<file path="config.mk">
export PLATFORM = sky130hd
export DESIGN_NAME = controlador_cache_2vias
export DESIGN_NICKNAME = d
export VERILOG_FILES = /design/src/rtl/controlador_cache_2vias_pkg.sv /design/src/rtl/controlador_cache_2vias_contador_saturado.sv /design/src/rtl/controlador_cache_2vias.sv
export SDC_FILE = /design/constraint.sdc
export NUM_CORES = 1
export LEC_CHECK = 0
export CAP_MARGIN = 10
export CORE_ASPECT_RATIO = 0.75
export CORE_MARGIN = 3
export CORE_UTILIZATION = 45
export CTS_BUF_LIST = sky130_fd_sc_hd__clkbuf_16
export DETAILED_ROUTE_END_ITERATION = 7
export PLACE_DENSITY = 0.7
export SLEW_MARGIN = 20
export SYNTH_ARGS = -nofsm -noshare
export SYNTH_HDL_FRONTEND = slang
export SYNTH_HIERARCHICAL = 1
export SYNTH_SLANG_ARGS = --single-unit
</file>
<file path="constraint.sdc">
create_clock -name clk -period 3 [get_ports clk]
set_input_delay 0.9 -clock clk [delete_from_list [all_inputs] [get_ports clk]]
set_output_delay 0.9 -clock clk [all_outputs]
set_load 0.01 [all_outputs]
</file>
<file path="src/rtl/controlador_cache_2vias_pkg.sv">
// cache_pkg: shared FSM states, tag-state bit-logic control codes and line-size default
// for the 2-way cache controller.
package cache_pkg;
    localparam int WORDS_LINE_DEF = 4;
    typedef enum logic [2:0] {IDLE, LOOKUP, WB, REFILL, FILLTAG, TOUCH, LRUCLR, DONE} estado_t;
    // {uso, sel_mux_mem_0, sel_mux_mem_1}
    localparam logic [2:0] RD_TOUCH = 3'b111;
    localparam logic [2:0] WR_TOUCH = 3'b110;
    localparam logic [2:0] FILL     = 3'b101;
    localparam logic [2:0] CLR_LRU  = 3'b001;
    localparam logic [2:0] HOLD     = 3'b000;
endpackage

</file>
<file path="src/rtl/controlador_cache_2vias_contador_saturado.sv">
// contador_saturado: enabled up-counter that sticks at all-ones instead of wrapping.
module contador_saturado #(
    parameter int CNT_W = 16
) (
    input  logic             clk,
    input  logic             rst_n,
    input  logic             en_i,
    output logic [CNT_W-1:0] cnt_o
);
    logic [CNT_W-1:0] cnt_q;
    always_ff @(posedge clk or negedge rst_n)
        if (!rst_n) cnt_q <= '0;
        else if (en_i && cnt_q != '1) cnt_q <= cnt_q + 1'b1;
    assign cnt_o = cnt_q;
endmodule

</file>
<file path="src/rtl/controlador_cache_2vias.sv">
// controlador_cache_2vias: sequences lookup, dirty write-back, refill, LRU update and CPU
// response for a 2-way set-associative cache, driving the tag-state bit logic and array enables.
module controlador_cache_2vias
    import cache_pkg::*;
#(
    parameter int WORDS_LINE = WORDS_LINE_DEF,
    parameter int CNT_W      = 16
) (
    input  logic                          clk,
    input  logic                          rst_n,
    input  logic                          cpu_req,
    input  logic                          cpu_we,
    output logic                          cpu_ready,
    input  logic                          hit_0,
    input  logic                          hit_1,
    input  logic                          lru_0,
    input  logic                          dirty_0,
    input  logic                          dirty_1,
    output logic                          way_sel,
    output logic                          uso,
    output logic                          sel_mux_mem_0,
    output logic                          sel_mux_mem_1,
    output logic                          tag_we,
    output logic                          data_we,
    output logic                          mem_req,
    output logic                          mem_we,
    input  logic                          mem_ack,
    output logic [$clog2(WORDS_LINE)-1:0] beat,
    output logic [CNT_W-1:0]              hit_cnt,
    output logic [CNT_W-1:0]              miss_cnt
);
    localparam int BW = $clog2(WORDS_LINE);
    localparam logic [BW-1:0] LAST = BW'(WORDS_LINE - 1);

    estado_t       estado_q, estado_d;
    logic          way_q, way_d, we_q, we_d, hit_en, miss_en;
    logic [BW-1:0] beat_q, beat_d;
    logic [2:0]    code;

    always_ff @(posedge clk or negedge rst_n)
        if (!rst_n) begin
            estado_q <= IDLE;
            way_q    <= 1'b0;
            we_q     <= 1'b0;
            beat_q   <= '0;
        end else begin
            estado_q <= estado_d;
            way_q    <= way_d;
            we_q     <= we_d;
            beat_q   <= beat_d;
        end

    // beat wraps to 0 after the last word since WORDS_LINE is a power of two
    always_comb begin
        estado_d  = estado_q;
        way_d     = way_q;
        we_d      = we_q;
        beat_d    = beat_q;
        code      = HOLD;
        tag_we    = 1'b0;
        data_we   = 1'b0;
        mem_req   = 1'b0;
        mem_we    = 1'b0;
        cpu_ready = 1'b0;
        hit_en    = 1'b0;
        miss_en   = 1'b0;
        unique case (estado_q)
            IDLE: if (cpu_req) begin
                we_d     = cpu_we;
                estado_d = LOOKUP;
            end
            LOOKUP: if (hit_0 || hit_1) begin
                way_d    = !hit_0;
                hit_en   = 1'b1;
                estado_d = TOUCH;
            end else begin
                way_d    = lru_0;
                miss_en  = 1'b1;
                beat_d   = '0;
                estado_d = (lru_0 ? dirty_1 : dirty_0) ? WB : REFILL;
            end
            WB: begin
                mem_req = 1'b1;
                mem_we  = 1'b1;
                if (mem_ack) begin
                    beat_d   = beat_q + 1'b1;
                    estado_d = beat_q == LAST ? REFILL : WB;
                end
            end
            REFILL: begin
                mem_req = 1'b1;
                data_we = mem_ack;
                if (mem_ack) begin
                    beat_d   = beat_q + 1'b1;
                    estado_d = beat_q == LAST ? FILLTAG : REFILL;
                end
            end
            FILLTAG: begin
                tag_we   = 1'b1;
                code     = FILL;
                estado_d = TOUCH;
            end
            TOUCH: begin
                tag_we   = 1'b1;
                data_we  = we_q;
                code     = we_q ? WR_TOUCH : RD_TOUCH;
                way_d    = !way_q;
                estado_d = LRUCLR;
            end
            LRUCLR: begin
                tag_we   = 1'b1;
                code     = CLR_LRU;
                estado_d = DONE;
            end
            DONE: begin
                cpu_ready = 1'b1;
                estado_d  = IDLE;
            end
            default: estado_d = IDLE;
        endcase
    end

    assign {uso, sel_mux_mem_0, sel_mux_mem_1} = code;
    assign way_sel = way_q;
    assign beat    = beat_q;

    contador_saturado #(.CNT_W(CNT_W)) u_hit (.clk(clk), .rst_n(rst_n), .en_i(hit_en), .cnt_o(hit_cnt));
    contador_saturado #(.CNT_W(CNT_W)) u_miss (.clk(clk), .rst_n(rst_n), .en_i(miss_en), .cnt_o(miss_cnt));
endmodule

</file>
==> results.json <==
{
  "cts.sinks": 39,
  "floorplan.initialDensity": 0.490,
  "synth_largest_area_cell": "sky130_fd_sc_hd__dfrtp_1",
  "syn-num-nets": 222,
  "routed_wirelength_mm": 5.27,
  "cts_hold_repair.buffers": 0,
  "regToRegStartpoint": "estado_q[0]",
  "finalHoldViolCount": 0,
  "worst_skew_pair_latency_ns": 0.28,
  "worst_r2r_path_depth": 7,
  "antenna_violating_nets_post_route": 0,
  "yosys.cell_types.count": 57,
  "fin_setup_tns_ns": 0,
  "antenna-diode-count": 0,
  "min-delay-path-class": "reg -> reg",
  "place_hpwl_mm": 3.87,
  "crit_path_cell_trace": "clkdlybuf4s50_1 > a22oi_1 > nor2b_1 > dlygate4sd2_1",
  "layout_cell_share_with_drive_strength_beyond_1": 0.143,
  "die_w_um": 88.4,
  "crit_start": "mem_ack",
  "clock.fmax_ghz": 0.365,
  "route.detailed.drc": 0,
  "cpMaxStageDelayCell": "sky130_fd_sc_hd__clkdlybuf4s50_1",
  "syn_area_um2": 2290,
  "yosysWarnings": 6,
  "area_growth_pct": 30.7,
  "final_common_cell": "sky130_fd_sc_hd__clkdlybuf4s50_1",
  "cts-buffers-inserted": 5,
  "slew_headroom": 0.425,
  "globalRouteTotalUtil": 0.192,
  "place.port_buffers": 52,
  "pin_count_of_the_biggest_net_entering_global_routing": 40,
  "result_of_the_run": "completed",
  "final_max_slew_viol_count": 0,
  "ff2ff_setup_slack_ns": 0.75,
  "globalplace.congestion": 0.809,
  "grt_pass1_vias": 1753,
  "timing.rr.end": "u_miss/cnt_o[14]",
  "dpl_cell_area_um2": 2860,
  "timing.max_cap.violations": 0,
  "ys_seq_elements": 39,
  "core_um2": 4680,
  "cp_max_fo": 2,
  "commonest_cells_after_routing_fill_and_taps_aside": "50 x sky130_fd_sc_hd__clkdlybuf4s50_1, 39 x sky130_fd_sc_hd__dfrtp_1, 17 x sky130_fd_sc_hd__nand4_1, 13 x sky130_fd_sc_hd__nor2_1",
  "irDropWorstVdd_mv": 0.221,
  "setup.worst_path.start_class": "input pin",
  "clockRootBuffer": "sky130_fd_sc_hd__clkbuf_16",
  "worst_slew_pin_slew_ns": 0.862,
  "io_pins": 53,
  "via_count": 1890,
  "finalInstanceArea_um2": 2990,
  "number_of_antenna_violations_at_the_first_check_in_global_routing": 0,
  "cts_buffer_depth": 2,
  "synth_enable_flop_cells": 0,
  "layout.core_utilization": 0.640,
  "timing.setup.critical_path_class": "in -> out",
  "unrepaired_setup_endpoints_after_global_routing": "no",
  "crit_buf_inv": 2,
  "arrival_ns": 1.84,
  "grt_overflow_total": 0,
  "cp.depth": 4,
  "drt_first_pass_iters": 4,
  "p_leak_uw": 0.00123,
  "part_of_the_yosys_area_used_for_sequential_elements": 0.426,
  "syn_avg_cell_area_um2": 11.0,
  "hold_ws_ns": 0.509,
  "fin_nets": 279,
  "setup_viol": 0,
  "period_share": 0.914,
  "crit_end": "data_we",
  "grt_first_pass_wirelength_mm": 8.70,
  "fin_total_pwr_uw": 1960,
  "detailed_route_wire_length_per_cell_um": 16.4,
  "synth-main-ff-cell": "sky130_fd_sc_hd__dfrtp_1",
  "end_kind": "output pin",
  "finalClockSkew_ns": 0.00648,
  "postSynth.asyncResetShare": 1.00,
  "clkTransAtPathRegs_ns": 0.05,
  "tritoncts": "yes",
  "worst_ep_required_time_ns": 2.10,
  "route.detailed.vias_per_inst": 5.87,
  "synthCells": 209,
  "netlist.area_leader.share": 0.426,
  "timing.critical_path.slowest_cell_delay_ns": 0.48,
  "critical_path.top_delay_family": "buffers and inverters",
  "cts-htree-levels": 2,
  "power_per_cell_area_nw_per_um2": 656,
  "floorplan.die_area_um2": 5990,
  "dieHeight_um": 67.8,
  "min_cycle_time_layout_ns": 2.74,
  "initialDrtViolationCount": 127,
  "synth_top_cells_by_area": "sky130_fd_sc_hd__dfrtp_1 43%, sky130_fd_sc_hd__nand4_1 4.6%, sky130_fd_sc_hd__xnor2_1 4.2%, sky130_fd_sc_hd__o21a_1 3.0%, sky130_fd_sc_hd__nor4_4 2.8%",
  "rows": 21
}
final cells by class:
class	count	area [um^2]
multi-input cells	160	1250
well taps	57	71.3
flip-flops and latches	39	976
fillers	396	1690
repair buffers	57	552
clock buffers	5	125
clock inverters	1	3.75
inverters	3	11.3
Yosys cell counts (4+ instances only):
cell type	n
sky130_fd_sc_hd__dfrtp_1	39
sky130_fd_sc_hd__o21a_1	9
sky130_fd_sc_hd__a21oi_1	9
sky130_fd_sc_hd__buf_4	4
sky130_fd_sc_hd__nand2_1	10
sky130_fd_sc_hd__nand3_1	11
sky130_fd_sc_hd__o21ai_0	4
sky130_fd_sc_hd__xnor2_1	11
sky130_fd_sc_hd__xor2_1	4
sky130_fd_sc_hd__nand4_1	17
sky130_fd_sc_hd__a31oi_1	5
sky130_fd_sc_hd__nor2_1	13
sky130_fd_sc_hd__and3_1	4
kinds of logic after synthesis:
group | share of synthesized area
AO/OA/AOI/OAI | 0.155
flip-flops | 0.426
multiplexers | 0.0322
buffers and inverters | 0.0268
adder cells (fa/ha/maj) | 0.0164
AND/OR/NAND/NOR | 0.286
XOR/XNOR | 0.0574
timing repair:
action / in CTS / in global routing
resized for setup: 1 / 0
setup endpoints to repair: 1 / 0
buffers inserted: 0 / 0
per-layer routing:
layer  part of all wire  track usage  vias up
li1                   -            -      920
met1               0.49        0.295      901
met2               0.42        0.256       64
met3              0.072       0.0463        5
met4              0.012       0.0698        0
met5                  0            0        -
how the worst min path moves through the flow:
stage                               start  slack, ns  depth (start not counted)              end
after global placement            way_sel       0.49                          2          way_sel
after global routing              way_sel       0.55                          2          way_sel
after floorplan                      we_q       0.48                          1             we_q
after CTS                         way_sel       0.52                          2          way_sel
final                             way_sel       0.51                          2          way_sel
after detailed placement  u_hit/cnt_o[15]       0.50                          1  u_hit/cnt_o[15]
report_power, final:
| part | internal [uW] | switching [uW] | total [uW] |
|---|---|---|---|
| Combinational | 398 | 319 | 717 |
| Sequential | 618 | 145 | 763 |
| Clock | 295 | 188 | 483 |
registers in the layout, indices dropped and copies added (netlist names):
| signal | cells |
|---|---|
| estado_q | 3 |
| u_miss/cnt_o | 16 |
| beat | 2 |
| way_sel | 1 |
| we_q | 1 |
| u_hit/cnt_o | 16 |
per-stage QoR:
stage                     setup slack, ns  std cells
after global routing                0.161        322
after CTS                           0.254        322
after global placement           -0.00231        316
final                               0.259        322
after floorplan                     0.467        209
after detailed placement          -0.0126        316
worst register-to-register path: stages, from the launching register on:
cell                       delay, ns
sky130_fd_sc_hd__dfrtp_1        0.53
sky130_fd_sc_hd__nand2b_1       0.29
sky130_fd_sc_hd__nor4_1         0.27
sky130_fd_sc_hd__buf_4          0.21
sky130_fd_sc_hd__nand2_1        0.11
sky130_fd_sc_hd__nor4_2         0.40
sky130_fd_sc_hd__nand4_1        0.17
sky130_fd_sc_hd__xnor2_1        0.15
Power figures use the tool's default switching activity.
